### config.mk
export PLATFORM = sky130hd
export DESIGN_NAME = led_pattern_ctrl
export DESIGN_NICKNAME = d
export VERILOG_FILES = /design/src/rtl/led_pkg.sv /design/src/rtl/led_tick_gen.sv /design/src/rtl/led_pattern_ctrl.sv
export SDC_FILE = /design/constraint.sdc
export NUM_CORES = 1
export LEC_CHECK = 0
export ABC_CLOCK_PERIOD_IN_PS = 2700
export CORE_UTILIZATION = 56
export DETAILED_ROUTE_END_ITERATION = 10
export HOLD_SLACK_MARGIN = 0.1
export PLACE_DENSITY = 0.79
export RECOVER_POWER = 50
export SLEW_MARGIN = 20
export SYNTH_ARGS = -nofsm -noshare
export SYNTH_HDL_FRONTEND = slang
export SYNTH_SLANG_ARGS = --single-unit
### constraint.sdc
create_clock -name clk -period 2.7 [get_ports clk]
set_clock_uncertainty 0.05 [all_clocks]
set_input_delay 0.81 -clock clk [delete_from_list [all_inputs] [get_ports clk]]
set_output_delay 0.81 -clock clk [all_outputs]
set_load 0.01 [all_outputs]
### src/rtl/led_pkg.sv
// Shared definitions for the LED pattern sequencer: pattern codes,
// FSM state type and the fixed 8-step pattern ROM.
`timescale 1ns/1ps
package led_pkg;

  // 3-bit pattern codes selectable by each requester
  localparam logic [2:0] PAT_OFF    = 3'd0;
  localparam logic [2:0] PAT_ON     = 3'd1;
  localparam logic [2:0] PAT_SLOW   = 3'd2;
  localparam logic [2:0] PAT_FAST   = 3'd3;
  localparam logic [2:0] PAT_HEART  = 3'd4;
  localparam logic [2:0] PAT_DOUBLE = 3'd5;
  localparam logic [2:0] PAT_TRIPLE = 3'd6;
  localparam logic [2:0] PAT_RSVD   = 3'd7;

  // Index of the final step in a frame
  localparam logic [2:0] LAST_STEP = 3'd7;

  // Sequencer states
  typedef enum logic [1:0] {
    ST_IDLE  = 2'd0,
    ST_RUN   = 2'd1,
    ST_DRAIN = 2'd2
  } state_t;

  // Pattern ROM: bit 0 of the frame is shown first, bit 7 last
  function automatic logic [7:0] pat_frame(input logic [2:0] code);
    logic [7:0] frame;
    case (code)
      PAT_OFF:    frame = 8'b0000_0000;
      PAT_ON:     frame = 8'b1111_1111;
      PAT_SLOW:   frame = 8'b0000_1111;
      PAT_FAST:   frame = 8'b0101_0101;
      PAT_HEART:  frame = 8'b0000_0101;
      PAT_DOUBLE: frame = 8'b0000_0011;
      PAT_TRIPLE: frame = 8'b0111_0111;
      PAT_RSVD:   frame = 8'b0000_0000;
      default:    frame = 8'b0000_0000;
    endcase
    return frame;
  endfunction

endpackage

### src/rtl/led_tick_gen.sv
// Step prescaler: counts 0..TICK_DIV-1 and pulses tick for one cycle on
// the last count. clr holds the count at zero so a new owner always starts
// with a full-length first step.
`timescale 1ns/1ps
module led_tick_gen #(
  parameter int TICK_DIV = 2_700_000
) (
  input  logic clk,
  input  logic rst,
  input  logic clr,
  output logic tick
);

  localparam int CNT_W = $clog2(TICK_DIV);
  localparam logic [CNT_W-1:0] CNT_MAX = CNT_W'(TICK_DIV - 1);

  logic [CNT_W-1:0] cnt;

  // Tick is decoded from the registered count, so it is glitch-free
  assign tick = (cnt == CNT_MAX);

  // Free-running modulo-TICK_DIV counter, zeroed by reset or clr
  always_ff @(posedge clk) begin
    if (rst || clr) begin
      cnt <= '0;
    end else if (cnt == CNT_MAX) begin
      cnt <= '0;
    end else begin
      cnt <= cnt + 1'b1;
    end
  end

endmodule

### src/rtl/led_pattern_ctrl.sv
// Arbitrated LED pattern sequencer. A fixed-priority arbiter (index 0 wins)
// hands the single status LED to one requester, whose pattern code is
// latched at grant and stepped once per prescaler tick. On release the
// current frame is finished (DRAIN) before the LED returns to IDLE.
//
// Optional feature macro: LED_PREEMPT_EN. When defined, a higher-priority
// requester takes over at the tick that ends step 7 of a RUN frame.
//
// Handshake: req is a level; gnt is a registered one-hot level that stays
// high while the owner holds req high and drops the edge after req is
// sampled low. Non-owner requests are only considered from IDLE (or at the
// frame boundary when preemption is built in).
`timescale 1ns/1ps
module led_pattern_ctrl
  import led_pkg::*;
#(
  parameter int TICK_DIV = 2_700_000,
  parameter int N_REQ    = 4
) (
  input  logic               clk,
  input  logic               rst,
  input  logic [N_REQ-1:0]   req,
  input  logic [3*N_REQ-1:0] pat,
  output logic [N_REQ-1:0]   gnt,
  output logic               busy,
  output logic               led_out
);

  localparam int IDX_W = (N_REQ > 1) ? $clog2(N_REQ) : 1;

  state_t           state;
  logic [IDX_W-1:0] owner;
  logic [7:0]       frame;
  logic [2:0]       step;
  logic [2:0]       step_nxt;
  logic             tick;
  logic             clr;
  logic             frame_end;
  logic             owner_req;

  logic             any_req;
  logic [IDX_W-1:0] win_idx;
  logic [N_REQ-1:0] win_onehot;
  logic [2:0]       win_pat;
  logic [7:0]       win_frame;

  // Prescaler is held cleared in IDLE so the grant edge starts step 0 at cnt=0
  assign clr = (state == ST_IDLE);

  led_tick_gen #(
    .TICK_DIV (TICK_DIV)
  ) u_tick (
    .clk  (clk),
    .rst  (rst),
    .clr  (clr),
    .tick (tick)
  );

  assign step_nxt  = step + 3'd1;
  assign frame_end = tick && (step == LAST_STEP);
  assign owner_req = req[owner];
  assign win_frame = pat_frame(win_pat);

  // Fixed-priority arbiter: scan from the top so the lowest set index wins
  always_comb begin
    any_req    = 1'b0;
    win_idx    = '0;
    win_onehot = '0;
    win_pat    = PAT_OFF;
    for (int i = N_REQ - 1; i >= 0; i--) begin
      if (req[i]) begin
        any_req       = 1'b1;
        win_idx       = IDX_W'(i);
        win_onehot    = '0;
        win_onehot[i] = 1'b1;
        win_pat       = pat[3*i +: 3];
      end
    end
  end

`ifdef LED_PREEMPT_EN
  logic preempt;

  // Any pending request below the owner's index outranks it
  assign preempt = any_req && (win_idx < owner);
`endif

  // Sequencer FSM with registered gnt/busy/led_out and step counter
  always_ff @(posedge clk) begin
    if (rst) begin
      state   <= ST_IDLE;
      owner   <= '0;
      frame   <= '0;
      step    <= '0;
      gnt     <= '0;
      busy    <= 1'b0;
      led_out <= 1'b0;
    end else begin
      case (state)
        ST_IDLE: begin
          gnt     <= '0;
          busy    <= 1'b0;
          led_out <= 1'b0;
          step    <= '0;
          if (any_req) begin
            state   <= ST_RUN;
            owner   <= win_idx;
            frame   <= win_frame;
            gnt     <= win_onehot;
            busy    <= 1'b1;
            led_out <= win_frame[0];
          end
        end

        ST_RUN: begin
          if (!owner_req) begin
            // Release: gnt drops now; a tick on the same edge still applies
            gnt <= '0;
            if (frame_end) begin
              state   <= ST_IDLE;
              busy    <= 1'b0;
              led_out <= 1'b0;
              step    <= '0;
            end else begin
              state <= ST_DRAIN;
              if (tick) begin
                step    <= step_nxt;
                led_out <= frame[step_nxt];
              end
            end
          end
`ifdef LED_PREEMPT_EN
          else if (frame_end && preempt) begin
            // Hand over at the frame boundary with no IDLE gap
            owner   <= win_idx;
            frame   <= win_frame;
            gnt     <= win_onehot;
            step    <= '0;
            led_out <= win_frame[0];
          end
`endif
          else if (tick) begin
            step    <= step_nxt;
            led_out <= frame[step_nxt];
          end
        end

        ST_DRAIN: begin
          gnt <= '0;
          if (frame_end) begin
            state   <= ST_IDLE;
            busy    <= 1'b0;
            led_out <= 1'b0;
            step    <= '0;
          end else if (tick) begin
            step    <= step_nxt;
            led_out <= frame[step_nxt];
          end
        end

        default: begin
          state   <= ST_IDLE;
          gnt     <= '0;
          busy    <= 1'b0;
          led_out <= 1'b0;
          step    <= '0;
        end
      endcase
    end
  end

endmodule

* Yosys cells after proc, flatten, opt, wreduce, memory -nomap -nowiden
Memory sizes are Yosys's and may differ from the RTL's.
Cells that the tools add are included.
** Word-level totals
- Word-level logic and storage cells :: 67
- Memories kept :: 1
- Bits in read-only memories :: 64
- Input port bits :: 18
- Register bits after elaboration :: 43
** Memories
- (no name shown) :: words 8, width 8, read ports 1, clocked after Yosys merged registers in 0, wr ports 0, line led_pkg.sv:29 : case (code)
** Operators by class
- Order comparisons :: 2
- Equal/unequal tests :: 7
- Mux-type cells :: 41
- Add/sub/neg operators :: 2
- Reduce and logical (&&, ||, !) cells :: 6
** Operator list (number)
- $mux 4 :: 6
- $add 22x1->22 const B :: 1
- $eq 22x22->1 const B :: 1
- $mux 3 :: 7
- $mux 2 :: 8
- $mux 1 :: 13
- $pmux 4 s2 :: 1
- $ne 2x2->1 const B :: 3
- $pmux 1 s3 :: 2
- $pmux 2 s3 :: 1
- $pmux 3 s2 :: 1
- $lt 3x4->1 const B :: 1
- $add 3x1->3 const B :: 1
- $bmux 1 s3 :: 1
- $eq 3x3->1 const B :: 1
- $lt 2x3->1 const B :: 1
- $reduce_and 3->1 :: 1
- $bmux 1 s2 :: 1
- $eq 2x1->1 const B :: 1
- $eq 2x2->1 const B :: 1
- $logic_not 2->1 :: 1
- $reduce_and 2->1 :: 1
- $reduce_or 2->1 :: 1
- $logic_and 1x1->1 :: 1
- $logic_or 1x1->1 :: 1

* Longest topological paths before layout
Gate-level depths: netlist of run 1.
- Depth after elaboration :: 7
- Depth in mapped cells :: 10
- Gate-level depth less buffers :: 9

* Cells and area by module
From an unflattened synthesis of run 1, not the netlist that was laid out.
** Unflattened totals
- Cells, all modules :: 255
- Area, all modules :: 2352.3 um^2
** By module, submodules not included
- led_pattern_ctrl :: seq. area each 400.4 um^2, instances 1, cells each 138, area an instance 1281.2 um^2
- led_tick_gen :: seq. area each 440.4 um^2, instances 1, cells each 117, area an instance 1071.0 um^2

* Least setup slack after synthesis of run 1
OpenSTA, ideal clock, no wires.
- Path kind :: input to register
- Start point :: in req[2]
- End point :: reg led_out
- Stages :: 9
- Path slack :: 0.160 ns
- Buffers on the path :: 1
- Data arrival time :: 2.399 ns
- Cells stage by stage :: clkbuf_1 -> nor2b_1 -> a221oi_1 -> nor2_1 -> inv_1 -> ha_1 -> a21boi_0 -> a211o_1 -> a311oi_1
** Between the ends
- Cells in the longest elaborated chain, start to end :: 6
- Elaborated cells on any way between the ends :: 12
- Those cells by class :: 11 x mux; 1 x memory
** Ends and longest elaborated chain
- start, declared :: line led_pattern_ctrl.sv:22 : input logic [N_REQ-1:0] req,
- $mux 3 (3 in series) :: line led_pattern_ctrl.sv:71 : if (req[i]) begin
- $mem_v2 8x8
- $mux 1 :: line led_pattern_ctrl.sv:105 : if (any_req) begin
- $pmux 1 s3 * :: line led_pattern_ctrl.sv:99 : case (state)
- end signal, assigned :: line led_pattern_ctrl.sv:111 : led_out <= win_frame[0];
- end signal, assigned :: line led_pattern_ctrl.sv:128 : led_out <= frame[step_nxt];
- end signal, assigned :: line led_pattern_ctrl.sv:144 : led_out <= frame[step_nxt];
- end, declared :: line led_pattern_ctrl.sv:26 : output logic led_out
Mark *: on every way between the ends. The rest lies on a longest branch, timed or not. The select of a mux whose other input is x is not followed.
A chain may end at the register's enable or synchronous reset.

* Worst setup path after layout of run 1
Ends and elaborated chain as after synthesis.

==> run metrics, run 1 <==
WL final=4.44 mm; Detail Route Antenna Nets=0; pin count of the biggest net entering global routing=23; CTS sink count=42; Row Count=22; area fraction in compound gates after synthesis=0.111; Slew headroom=0.557; XOR/XNOR share of the synthesized area=0.0838; final setup margin=87.9 ps; IO Count=24; DIE AREA=4170 sq um; delay-heaviest family, CP=compound AO/OA/AOI/OAI gates; Buf+Inv Stages, Crit Path=3; Placer Congestion=0.844; critical path required time=2860 ps; Seq. cell area=841 sq um; # diodes=0; TritonCTS Buffers=5; CP max FO=8; # setup viols final=0; Hold Buf Count CTS=0; CTS max path bufs=2; internal power=1.16 mW; Slowest-stage cell, CP=clkdlybuf4s50_1; vias in the first global route=1667; critical path endpoint category=flip-flop; Crit path depth=9; Hold Fails Final Rpt=0; LEAKAGE=1.03 nW; core area=3720 sq um; post-layout util=0.726; DRC=0; multi-input combinational cell area=1250 sq um; die width=64.6 um; CP Class=primary input to flip-flop; layout cells sized above 1=0.136; Starting Density=0.591; Total GRT Usage=0.230; largest family of logic cells by synthesized area=simple AND/OR/NAND/NOR gates; Tcrit/Tclk final=0.967; upper clock frequency limit=383 MHz; Mean Syn Cell Area=8.64 sq um; Post-DP HPWL=3.31 mm; Clock transition at path regs=80 ps; pwr dens=648 nW/um^2; number of flops mapped to enable cells by yosys=0; Post-Synth Simple-Gate Area=0.268; asr flop ratio synth=0; flop2flop setup slack=240 ps; final-stage net count=330; CTS tree=built; DRT iter0 DRCs=204; Setup TNS Final=0 ps; worst slew pin tran=658 ps; total grt overflow=0; Flop pwr share=0.436; Psw=591 uW; first-pass GRT wire length=7.40 mm; multiplexer area fraction after synthesis=0.0485; YS warnings=0; number of fill cells=291; ys flop type=dfxtp_1; synth-to-layout area growth=22.9%; antenna violations before repair=0; startpoint types=primary input; Adder-Cell Fraction of Synth Area=0.0627; Synth Register Bits=42; die height=64.6 um; Max-Cap Viols=0; CP max stage delay=460 ps; Net Sw Frac=0.338; sequential fraction of the synthesis area=0.383; worst vdd ir=419 uV; status=finished clean; length of the first detailed-routing pass in iterations=4; Vias/cell=5.46; via count=1904; IO buf count=23; most frequent CP cell=buf_4; min cycle time layout=2610 ps; Max Slew Vio Count=0; hold_ws=402 ps; Comb power frac=0.349; RSZ-0062 raised after global routing=false; crit path cell chain=clkdlybuf4s50_1 -> buf_4 -> a221oi_1 -> nor3_1 -> a21o_1 -> buf_4 -> ha_1 -> a211o_1 -> a311oi_1; reg2reg path depth=5; clock latency on the worst-skew pair=290 ps; Cell variety after synth=45; DR WL/cell=12.7 um; Mapped Area=2190 sq um; crit path DAT=2770 ps; post-place setup slack=-324 ps; Clk pwr share=0.215; Post-Syn Instances=254; CTS root buf=clkbuf_8; Mapped Nets=283; worst hold-check path type=flip-flop to flip-flop; Hold Path Cell Cnt=2; H-Tree Depth=2
-- final cells by class --
class,count,share of cell area
Tap cell,48,0.0223
Inverter,12,0.0167
Clock inverter,2,0.00371
Sequential cell,42,0.312
Clock buffer,5,0.0255
Timing Repair Buffer,48,0.155
Multi-Input combinational cell,192,0.465
-- kinds of logic after synthesis --
group,count (synthesis)
AND/OR/NAND/NOR,115
flip-flops,42
AO/OA/AOI/OAI,37
XOR/XNOR,21
buffers and inverters,20
adder cells (fa/ha/maj),11
multiplexers,8
-- through the flow --
step	instances	total power, mW	cell area [sq um]
floorplan	254	1.17	2190
global placement	341	1.36	2620
detailed placement	341	1.38	2620
CTS	349	1.76	2700
global route	349	1.86	2700
finish	349	1.75	2700
-- sequential cells by signal (all words and copies together), names as in the netlist --
signal / cells
state: 2
busy: 1
u_tick.cnt: 22
frame: 7
owner: 2
gnt: 4
led_out: 1
step: 3
-- metal layers --
metal | vias to the layer above | global-route usage | share of wire
li1 | 987 | - | -
met1 | 877 | 0.310 | 0.50
met2 | 32 | 0.355 | 0.45
met3 | 8 | 0.0423 | 0.032
met4 | 0 | 0.100 | 0.018
met5 | - | 0 | 0
-- worst reg2reg max path: cells and delay by family, from the launching register on --
family | cells | cell delay (ps)
AND/OR/NAND/NOR | 5 | 1930
flip-flops | 1 | 340
-- synth_stat cells (3+ instances only) --
library cell | count | area [sq um]
nor3_1 | 7 | 35.0
nor2b_1 | 3 | 18.8
and3_1 | 3 | 18.8
inv_1 | 12 | 45.0
nand2_1 | 24 | 90.1
a211o_1 | 3 | 26.3
nand3_1 | 15 | 75.1
buf_4 | 3 | 22.5
xor2_1 | 8 | 70.1
nor2_1 | 35 | 131
mux2i_1 | 5 | 50.1
a31oi_1 | 3 | 18.8
dfxtp_1 | 42 | 841
clkbuf_1 | 4 | 15.0
and2_1 | 5 | 31.3
a21oi_1 | 11 | 55.1
a221oi_1 | 4 | 35.0
o21ai_0 | 6 | 30.0
xnor2_1 | 13 | 114
ha_1 | 11 | 138
nand4_1 | 8 | 50.1
-- power groups by stage --
stage               registers, mW  logic [mW]  clock network, mW
finish                      0.761       0.609              0.376
CTS                         0.761       0.616              0.386
global placement            0.771       0.593                  0
global route                0.771       0.675              0.411
detailed placement          0.775       0.609                  0
floorplan                   0.769       0.401                  0
-- worst paths after layout --
| kind | from | endpoint |
|---|---|---|
| worst min-delay path | gnt[2]$_SDFFE_PP0P_ | gnt[2]$_SDFFE_PP0P_ |
| worst min register to register | gnt[2]$_SDFFE_PP0P_ | gnt[2]$_SDFFE_PP0P_ |
| worst max-delay path | req[2] | led_out$_SDFF_PP0_ |
| worst max register to register | u_tick.cnt[11]$_SDFF_PP0_ | u_tick.cnt[21]$_SDFF_PP0_ |
-- repair_timing --
action,in CTS,in global routing
resized for setup,0,3
buffers inserted,1,0
endpoints found under the setup margin,1,3
pin swaps,1,0
-- cells in the final DEF (no fill, tap or decap), types with 3 or more instances in the layout --
cell,n
clkbuf_8,5
inv_1,12
nor2_1,35
and3_1,3
dfxtp_1,42
xnor2_1,13
mux2i_1,5
nand2_1,24
ha_1,11
a31oi_1,3
dlygate4sd3_1,6
a21oi_1,11
a211o_1,3
xor2_1,8
o21ai_0,6
nand3_1,15
buf_4,23
nor3_1,7
a221oi_1,4
clkdlybuf4s50_1,16
and2_1,3
nand4_1,8
Note: power is estimated with default switching activity, not from simulation.
==> run 2, diff against run 1 <==
- CAP_MARGIN: unset -> 20
==> results of run 2 <==
Final layout, timing and power as in run 1 (identical DEF).
